**src/rtl/cpu_arb_pkg.sv**
```systemverilog
`default_nettype none
// ============================================================================
// Module      : cpu_arb_pkg
// Description : Shared sizing helpers and defaults for the CPU stream
//               arbiter and its round-robin picker.
//               idx_w(n) : width of a binary index into n items (min 1)
//               cnt_w(q) : width of a counter able to hold 0..q
// Revision    : 1.0 - initial release
// ============================================================================
package cpu_arb_pkg;

  localparam int DEFAULT_DATA_W = 64;

  function automatic int idx_w(input int n);
    return (n > 1) ? $clog2(n) : 1;
  endfunction

  function automatic int cnt_w(input int q);
    return $clog2(q + 1);
  endfunction

endpackage
`default_nettype wire

```
**src/rtl/cpu_stream_arbiter_rr_picker.sv**
```systemverilog
`default_nettype none
// ============================================================================
// Module      : rr_picker
// Description : Purely combinational round-robin picker. Returns the first
//               requester at or after ptr_i (wrapping modulo N).
// Ports       : req_i   [N]   request vector
//               ptr_i   [IW]  index where the scan starts (must be < N)
//               grant_o [N]   one-hot grant, all-zero when nothing requests
//               idx_o   [IW]  binary index of the granted requester
//               any_o         at least one requester present
// Revision    : 1.0 - initial release
// ============================================================================
module rr_picker
  import cpu_arb_pkg::*;
#(
  parameter  int N  = 4,
  localparam int IW = idx_w(N)
) (
  input  logic [N-1:0]  req_i,
  input  logic [IW-1:0] ptr_i,
  output logic [N-1:0]  grant_o,
  output logic [IW-1:0] idx_o,
  output logic          any_o
);

  // Doubling the request vector turns the wrap-around scan into a plain
  // shift: bit k of rot is requester (ptr_i + k) mod N.
  logic [2*N-1:0] dbl;
  logic [N-1:0]   rot;
  logic [IW:0]    pos;

  assign dbl = {req_i, req_i};
  assign rot = N'(dbl >> ptr_i);

  always_comb begin
    any_o = 1'b0;
    pos   = '0;
    // Descending scan so the lowest offset (highest priority) wins last.
    for (int k = N - 1; k >= 0; k--) begin
      if (rot[k]) begin
        any_o = 1'b1;
        pos   = {1'b0, ptr_i} + (IW+1)'(k);
      end
    end
    if (pos >= (IW+1)'(N)) begin
      pos = pos - (IW+1)'(N);
    end
    idx_o   = pos[IW-1:0];
    grant_o = any_o ? (N'(1) << idx_o) : '0;
  end

endmodule
`default_nettype wire

```
**src/rtl/cpu_stream_arbiter.sv**
```systemverilog
`default_nettype none
// ============================================================================
// Module      : cpu_stream_arbiter
// Description : Round-robin arbiter sharing one DATA_W-bit consumer port
//               between CPU_NB sources. Each CPU is retired after
//               TXN_PER_CPU accepted beats; all_done_o rises once every CPU
//               is retired and the output register has drained.
// Ports       : clk_i          clock
//               rst_ni         synchronous reset, active low
//               restart_i      synchronous clear of counters and done flags
//               in_valid_i     [CPU_NB]        per-CPU valid
//               in_data_i      [CPU_NB*DATA_W] per-CPU payload, CPU i at
//                                              [i*DATA_W +: DATA_W]
//               in_ready_o     [CPU_NB]        per-CPU accept (one-hot/zero)
//               out_valid_o    output beat valid
//               out_data_o     [DATA_W]  granted payload
//               out_idx_o      [IW]      source CPU of the beat
//               out_txn_o      [CW]      per-CPU transaction index, 0-based
//               out_ready_i    consumer accept
//               cpu_done_o     [CPU_NB]  CPU i reached its quota
//               all_done_o     all CPUs done and output drained
// Revision    : 1.0 - initial release
// ============================================================================
module cpu_stream_arbiter
  import cpu_arb_pkg::*;
#(
  parameter  int CPU_NB      = 4,
  parameter  int TXN_PER_CPU = 1000,
  parameter  int DATA_W      = DEFAULT_DATA_W,
  localparam int IW          = idx_w(CPU_NB),
  localparam int CW          = cnt_w(TXN_PER_CPU)
) (
  input  logic                     clk_i,
  input  logic                     rst_ni,
  input  logic                     restart_i,
  input  logic [CPU_NB-1:0]        in_valid_i,
  input  logic [CPU_NB*DATA_W-1:0] in_data_i,
  output logic [CPU_NB-1:0]        in_ready_o,
  output logic                     out_valid_o,
  output logic [DATA_W-1:0]        out_data_o,
  output logic [IW-1:0]            out_idx_o,
  output logic [CW-1:0]            out_txn_o,
  input  logic                     out_ready_i,
  output logic [CPU_NB-1:0]        cpu_done_o,
  output logic                     all_done_o
);

  // --------------------------------------------------------------------------
  // State
  // --------------------------------------------------------------------------
  logic              out_valid_q, out_valid_d;
  logic [DATA_W-1:0] out_data_q,  out_data_d;
  logic [IW-1:0]     out_idx_q,   out_idx_d;
  logic [CW-1:0]     out_txn_q,   out_txn_d;
  logic [CPU_NB-1:0] cpu_done_q,  cpu_done_d;
  logic              all_done_q,  all_done_d;
  logic [IW-1:0]     rr_ptr_q,    rr_ptr_d;
  logic [CW-1:0]     count_q [CPU_NB];
  logic [CW-1:0]     count_d [CPU_NB];

  // --------------------------------------------------------------------------
  // Grant
  // --------------------------------------------------------------------------
  logic [CPU_NB-1:0] elig;
  logic [CPU_NB-1:0] grant;
  logic [IW-1:0]     gidx;
  logic              gany;
  logic              load;
  logic              accept;
  logic [DATA_W-1:0] sel_data;

  assign elig = in_valid_i & ~cpu_done_q;
  // The output register can take a new beat when empty or being consumed.
  assign load = ~out_valid_q | out_ready_i;
  // restart suppresses the grant for its cycle.
  assign accept = load & gany & ~restart_i;

  rr_picker #(
    .N (CPU_NB)
  ) u_picker (
    .req_i   (elig),
    .ptr_i   (rr_ptr_q),
    .grant_o (grant),
    .idx_o   (gidx),
    .any_o   (gany)
  );

  assign in_ready_o = accept ? grant : '0;

  always_comb begin
    sel_data = '0;
    for (int i = 0; i < CPU_NB; i++) begin
      if (grant[i]) begin
        sel_data = in_data_i[i*DATA_W +: DATA_W];
      end
    end
  end

  // --------------------------------------------------------------------------
  // Next state
  // --------------------------------------------------------------------------
  always_comb begin
    out_valid_d = out_valid_q;
    out_data_d  = out_data_q;
    out_idx_d   = out_idx_q;
    out_txn_d   = out_txn_q;
    cpu_done_d  = cpu_done_q;
    all_done_d  = all_done_q;
    rr_ptr_d    = rr_ptr_q;
    for (int i = 0; i < CPU_NB; i++) begin
      count_d[i] = count_q[i];
    end

    if (restart_i) begin
      // Pending beat still drains; only bookkeeping is cleared.
      for (int i = 0; i < CPU_NB; i++) begin
        count_d[i] = '0;
      end
      cpu_done_d = '0;
      all_done_d = 1'b0;
      if (out_ready_i) begin
        out_valid_d = 1'b0;
      end
    end else begin
      if (accept) begin
        out_valid_d = 1'b1;
        out_data_d  = sel_data;
        out_idx_d   = gidx;
        out_txn_d   = count_q[gidx];
        if (count_q[gidx] != CW'(TXN_PER_CPU)) begin
          count_d[gidx] = count_q[gidx] + CW'(1);
        end
        if (count_q[gidx] == CW'(TXN_PER_CPU - 1)) begin
          cpu_done_d[gidx] = 1'b1;
        end
        rr_ptr_d = (gidx == IW'(CPU_NB - 1)) ? '0 : gidx + IW'(1);
      end else if (out_ready_i) begin
        out_valid_d = 1'b0;
      end
      all_done_d = (&cpu_done_d) & ~out_valid_d;
    end
  end

  // --------------------------------------------------------------------------
  // Registers
  // --------------------------------------------------------------------------
  always_ff @(posedge clk_i) begin
    if (!rst_ni) begin
      out_valid_q <= 1'b0;
      out_data_q  <= '0;
      out_idx_q   <= '0;
      out_txn_q   <= '0;
      cpu_done_q  <= '0;
      all_done_q  <= 1'b0;
      rr_ptr_q    <= '0;
      for (int i = 0; i < CPU_NB; i++) begin
        count_q[i] <= '0;
      end
    end else begin
      out_valid_q <= out_valid_d;
      out_data_q  <= out_data_d;
      out_idx_q   <= out_idx_d;
      out_txn_q   <= out_txn_d;
      cpu_done_q  <= cpu_done_d;
      all_done_q  <= all_done_d;
      rr_ptr_q    <= rr_ptr_d;
      for (int i = 0; i < CPU_NB; i++) begin
        count_q[i] <= count_d[i];
      end
    end
  end

  assign out_valid_o = out_valid_q;
  assign out_data_o  = out_data_q;
  assign out_idx_o   = out_idx_q;
  assign out_txn_o   = out_txn_q;
  assign cpu_done_o  = cpu_done_q;
  assign all_done_o  = all_done_q;

endmodule
`default_nettype wire
```
**config.mk**
```make
export PLATFORM = sky130hd
export DESIGN_NAME = cpu_stream_arbiter
export DESIGN_NICKNAME = d
export VERILOG_FILES = /design/src/rtl/cpu_arb_pkg.sv /design/src/rtl/cpu_stream_arbiter_rr_picker.sv /design/src/rtl/cpu_stream_arbiter.sv
export SDC_FILE = /design/constraint.sdc
export NUM_CORES = 1
export LEC_CHECK = 0
export BUFFER_PORTS_ARGS = -buffer_cell sky130_fd_sc_hd__buf_2
export CAP_MARGIN = 0
export CORE_AREA = 2 2 136 138
export DETAILED_ROUTE_END_ITERATION = 8
export DIE_AREA = 0 0 138 140
export GPL_TIMING_DRIVEN = 1
export PLACE_DENSITY = 0.8
export SETUP_SLACK_MARGIN = 0.1
export SYNTH_ARGS = -nofsm -noshare
export SYNTH_HDL_FRONTEND = slang
export SYNTH_SLANG_ARGS = --single-unit
```
**constraint.sdc**
```tcl
create_clock -name clk_i -period 4.1 [get_ports clk_i]
set_input_delay 0.205 -clock clk_i [delete_from_list [all_inputs] [get_ports clk_i]]
set_output_delay 0.205 -clock clk_i [all_outputs]
set_load 0.005 [all_outputs]
```
==> summary.txt, run 1 <==
Setup path
  – WP data arrival: 4080 ps
  – Cells along the critical path: nand2b_1, a21boi_1, o21ai_2, inv_2, a21oi_1, a22oi_1, ha_1, inv_1, a311oi_1, nand3_1, or4_1, nor2_1, o21a_1
  – Crit. End Element: flop
  – Worst EP required: 4460 ps
  – Largest delay share family, worst path: compound AO/OA/AOI/OAI gates
  – Crit path buffers/inverters: 2
  – Setup Crit Path Kind: flop to flop
  – Worst setup SP type: flop
  – Worst path slowest cell: or4_1
  – CP max stage delay: 500 ps
  – Critical path peak fanout: 21

Synth
  – Warnings, synthesis: 0
  – Cell Area, Synth: 6850 um2
  – Syn avg cell area: 8.47 um2
  – Number of synthesized flops with an enable pin: 0
  – Seq/Total Area, Yosys: 36.3%
  – Syn Inst Count: 808
  – Area leader, netlist: dfxtp_1
  – Synth top area share: 36.3%
  – Library cells used by synthesis: 55
  – Largest cells by area after synthesis: dfxtp_1 (36%), o211a_1 (9.4%), a221oi_1 (8.4%)
  – Synth Register Bits: 124
  – Post-synth net total: 1,078
  – Post-synth ARST share: 0%
  – Main flop type after synthesis: dfxtp_1

Detailed routing
  – DR WL met2: 13,600 um
  – Drt total wl: 28,500 um
  – Initial DRT Pass Iterations: 5
  – Via count: 8,070
  – Max Used Layer: met5
  – Wire length on met3: 2520 um
  – Drt wl/cell: 21.0 um
  – Via/cell ratio: 5.94
  – Routed met1 length: 11,300 um
  – # DRC: 0
  – Final ANT Viol Nets: 0
  – Drt first-iter violations: 753

Global routing
  – Initial antenna violation count: 9
  – GR Util All Layers: 28.2%
  – First-pass GRT wire length: 43,100 um
  – Largest net degree at the start of global routing: 67
  – Vias in the first global route: 7,607
  – Total grt overflow: 0

STA
  – Setup ws final: 384 ps
  – Clock skew: 13.6 ps
  – Worst-margin pin slew: 942 ps
  – Fin crit period: 3720 ps
  – Unrepaired setup endpoints after global routing: false
  – Slew HR: 37.2%
  – Final slew viol count: 0
  – Achievable Freq: 269 MHz
  – Fin. Hold Viols: 0
  – Setup-failing EPs final: 0
  – Final worst path period share: 90.6%
  – Final setup TNS: 0 ps

Floorplan
  – I/O Pins: 350
  – Core box area: 17,800 um2
  – Starting Density: 38.5%
  – Full die area: 19,300 um2
  – Die width: 138 um
  – # rows: 49
  – Die H: 140 um

Clock tree
  – Post-CTS Hold Buffers: 0
  – CTS Buffer Depth: 2
  – Post_cts resized: 0
  – Clk_lat worst skew: 410 ps
  – Post-CTS Setup Bufs: 0
  – Clock root cell: clkbuf_16
  – CTS sink cnt: 124
  – Htree depth: 4
  – Clock Pin Slew Worst Setup and Hold Paths: 60 ps
  – CTS Buf Count: 17
  – CTS tree: done

Placed design
  – Final Wtd Congestion: 0.939
  – Detailed placement HPWL: 21,400 um
  – Dpl cells: 1,320
  – DP Worst Slack: 554 ps
  – Placed inst area: 8720 um2
  – PortBufs: 349

Cells and area
  – Most frequent cells in the layout: buf_2 (349), nand2_1 (130), dfxtp_1 (124)
  – Final core occ: 52.6%
  – Most common cell after layout, fill and taps aside: buf_2
  – Layout area overhead: 36.7%
  – Non-filler instance count after layout: 1,358
  – Post-Layout Inst Area: 9360 um2
  – Nets@finish: 1,380
  – Share of cells above drive strength 1: 37.9%

Run status
  – Status: finished clean

Hold path
  – Hold Crit Class: primary input to flop

Pwr
  – Worst VDD drop: 0.281 mV
  – Leak Pwr: 4.45 nW
  – Pwr Density: 423 nW/um2

Job
  – Max Cap Viol: 0
## tightest hold or removal path, stage by stage
cell     delay [ps]
buf_2            70
nor2b_1          70
o21a_1          180
## synthesized netlist by cell type, types with 7 or more instances
| library cell | number |
|---|---|
| a211oi_1 | 16 |
| a21boi_0 | 9 |
| a21oi_1 | 41 |
| a221oi_1 | 66 |
| buf_1 | 8 |
| clkbuf_1 | 70 |
| dfxtp_1 | 124 |
| inv_1 | 7 |
| mux2i_1 | 12 |
| nand2_1 | 130 |
| nand3_1 | 7 |
| nand4_1 | 7 |
| nor2_1 | 73 |
| nor2b_1 | 8 |
| nor3_1 | 17 |
| o211a_1 | 64 |
| o311ai_0 | 64 |
| xnor2_1 | 7 |
## path summary, 6_finish.rpt
path	startpoint	end	slack, ps	depth (start not counted)
setup / recovery	cpu_done_o[3]	cpu_done_o[1]	380	13
hold / removal	out_ready_i	out_valid_o	160	3
setup reg to reg	cpu_done_o[3]	cpu_done_o[1]	380	13
hold reg to reg	out_txn_o[7]	out_txn_o[7]	460	2
## metal layers
metal,vias up,track usage [%]
li1,3708,-
met1,3859,34.3
met2,424,45.7
met3,73,9.91
met4,6,11.4
met5,-,0
## state kept, by name, summed over array words and instances, names as in the netlist
name,flops
all_done_o,1
count_q,40
cpu_done_o,4
out_data_o,64
out_idx_o,2
out_txn_o,10
out_valid_o,1
rr_ptr_q,2
## area by class of cell
class | count | area [um2]
repair buffers | 367 | 1910
clock buffers | 22 | 484
clock inverters | 10 | 138
fillers | 1686 | 8420
well taps | 229 | 287
inverters | 10 | 50.0
flip-flops and latches | 124 | 2480
multi-input cells | 590 | 4000
diodes | 6 | 15.0
## metrics by stage
stage / power (W) / hold slack (ps)
global placement: 0.00238 / 448
floorplan: 0.00198 / 430
detailed placement: 0.00239 / 454
CTS: 0.00397 / 142
global route: 0.00414 / 162
finish: 0.00396 / 156
## cell families after synthesis
kind of cell / Yosys count / share of synthesized area [%]
compound gates: 294 / 36.3
xor+xnor: 7 / 0.895
fa+ha+maj: 6 / 1.10
buf+inv: 94 / 5.88
flops: 124 / 36.3
mux: 12 / 1.75
simple gates: 271 / 17.8
## where the power goes
group / internal, W / total, W / switching [W]
logic: 0.000429 / 0.00104 / 0.000608
clock network: 0.00102 / 0.00157 / 0.000554
registers: 0.00130 / 0.00135 / 0.0000516
Power figures use the tool's default switching activity.
==> run 2: changes to the inputs <==
Clock period 4.1 ns to 4.75 ns, I/O delays scaled along.
==> run 2 against run 1 <==
Compared with the run above: combinational power down 15%; register-to-register slack better by 570 ps; first-iteration DRC count decreased by 4.8%; highest routed layer unchanged.
==> summary.txt, run 2 (synthesis results as in run 1) <==
Clock tree
  – CTS Buffer Depth: 2
  – Htree depth: 4
  – Clk_lat worst skew: 410 ps
  – Clock Pin Slew Worst Setup and Hold Paths: 60 ps
  – CTS tree: done
  – CTS Buf Count: 17
  – Clock root cell: clkbuf_16
  – CTS sink cnt: 124
  – Post-CTS Hold Buffers: 0
  – Post_cts resized: 0
  – Post-CTS Setup Bufs: 0

STA
  – Achievable Freq: 264 MHz
  – Final setup TNS: 0 ps
  – Fin crit period: 3790 ps
  – Worst-margin pin slew: 966 ps
  – Slew HR: 35.4%
  – Clock skew: 17.3 ps
  – Final worst path period share: 79.8%
  – Final slew viol count: 0
  – Unrepaired setup endpoints after global routing: false
  – Setup-failing EPs final: 0
  – Fin. Hold Viols: 0

Cells and area
  – Most frequent cells in the layout: buf_2 (349), nand2_1 (130), dfxtp_1 (124)
  – Layout area overhead: 35.4%
  – Non-filler instance count after layout: 1,354
  – Post-Layout Inst Area: 9270 um2
  – Multi-input combinational cell area: 4000 um2
  – Storage cell area: 2480 um2
  – Most common cell after layout, fill and taps aside: buf_2
  – Nets@finish: 1,378
  – Fill cells: 1,724
  – Max reg flops: 64
  – Share of cells above drive strength 1: 37.4%

Global routing
  – Vias in the first global route: 7,534
  – First-pass GRT wire length: 43,100 um
  – GR Util All Layers: 28.1%
  – Largest net degree at the start of global routing: 85
  – Initial antenna violation count: 10
  – Total grt overflow: 0

Setup path
  – Critical path peak fanout: 23
  – Worst setup SP type: flop
  – WP data arrival: 4150 ps
  – Worst EP required: 5110 ps
  – Worst Reg-to-Reg Cells: 14
  – Critical R2R Capture: cpu_done_o[0]
  – Worst reg2reg setup slack: 960 ps
  – Reg-to-Reg Start: rr_ptr_q[1]
  – Setup Crit Path Kind: flop to flop
  – Crit. End Element: flop

Run status
  – Status: finished clean

Pwr
  – Power Total: 0.00331 W
  – Pwr Density: 357 nW/um2
  – Pint: 0.00228 W
  – Leak Pwr: 4.41 nW
  – Worst VDD drop: 0.242 mV
  – Switch Pwr: 0.00103 W
  – Power share of the clock group: 38.0%
  – Comb power frac: 26.8%
  – Sw frac: 31.1%
  – Fraction of power consumed by sequential logic: 35.2%

Detailed routing
  – Drt total wl: 28,600 um
  – Via count: 7,935
  – Drt wl/cell: 21.1 um
  – # DRC: 0
  – Drt first-iter violations: 717
  – Final ANT Viol Nets: 0
  – Via/cell ratio: 5.86
  – Initial DRT Pass Iterations: 5

Placed design
  – Final Wtd Congestion: 0.971
  – Dpl cells: 1,318
  – Detailed placement HPWL: 21,200 um
  – PortBufs: 349
  – Placed inst area: 8690 um2

Floorplan
  – Core box area: 17,800 um2
  – Die width: 138 um
  – Full die area: 19,300 um2
  – I/O Pins: 350
  – Starting Density: 38.5%
  – Die H: 140 um
  – # rows: 49

Hold path
  – Hold worst-path end: out_data_o[40]
  – Hold Crit Depth: 4
  – Hold Crit Class: primary input to flop
  – HP Start: in_data_i[232]

Job
  – Max Cap Viol: 0
## run 2: worst max-delay path by stage
stage | endpoint | cells past startpoint | slack (ps) | startpoint
5_1_grt | cpu_done_o[0] | 14 | 660 | rr_ptr_q[1]
3_5_place_dp | cpu_done_o[3] | 14 | 1080 | in_valid_i[1]
4_1_cts | cpu_done_o[0] | 13 | 1070 | cpu_done_o[1]
6_report | cpu_done_o[0] | 14 | 960 | rr_ptr_q[1]
2_1_floorplan | cpu_done_o[0] | 17 | 1520 | cpu_done_o[2]
3_3_place_gp | cpu_done_o[3] | 14 | 1240 | in_valid_i[1]
## run 2: area by class of cell
class / instances / area share, %
Antenna cell: 6 / 0.162
Tap cell: 229 / 3.09
Inverter: 10 / 0.540
Clock inverter: 7 / 0.985
Clock buffer: 23 / 5.05
Sequential cell: 124 / 26.8
Multi-Input combinational cell: 590 / 43.1
Timing Repair Buffer: 365 / 20.3
## run 2: power by group through the flow
| stage | sequential (W) | clock (W) | combinational (W) |
|---|---|---|---|
| after global routing | 0.00117 | 0.00133 | 0.000962 |
| final | 0.00116 | 0.00126 | 0.000886 |
| after global placement | 0.00118 | 0 | 0.000864 |
| after detailed placement | 0.00118 | 0 | 0.000876 |
| after floorplan | 0.00119 | 0 | 0.000521 |
| after CTS | 0.00116 | 0.00128 | 0.000878 |
## run 2: per-layer routing
layer  up-vias  wire length [um]  GRT usage, %
met5         -                73             0
met2       387             13900          45.6
met3        63              2650          9.09
met1      3764             11300          35.3
li1       3709                 -             -
met4        12               700          9.45
## run 2: through the flow
stage          hold WS (ps)  worst slack (ps)  utilization, %
6_report                195               959            52.1
4_1_cts                 175              1070            52.0
3_5_place_dp            454              1080            48.9
5_1_grt                 204               662            52.1
3_3_place_gp            450              1240            48.9
2_1_floorplan           435              1520               -
## run 2: critical path, stage by stage, from the launching register on
cell	delay, ps
dfxtp_1	360
nand2b_1	170
a21oi_1	220
o21ai_2	60
buf_4	210
inv_2	320
a21oi_1	120
a22oi_1	390
ha_1	450
inv_1	110
a311oi_1	410
nand3_1	110
or4_1	520
nor2_1	150
o21a_1	120
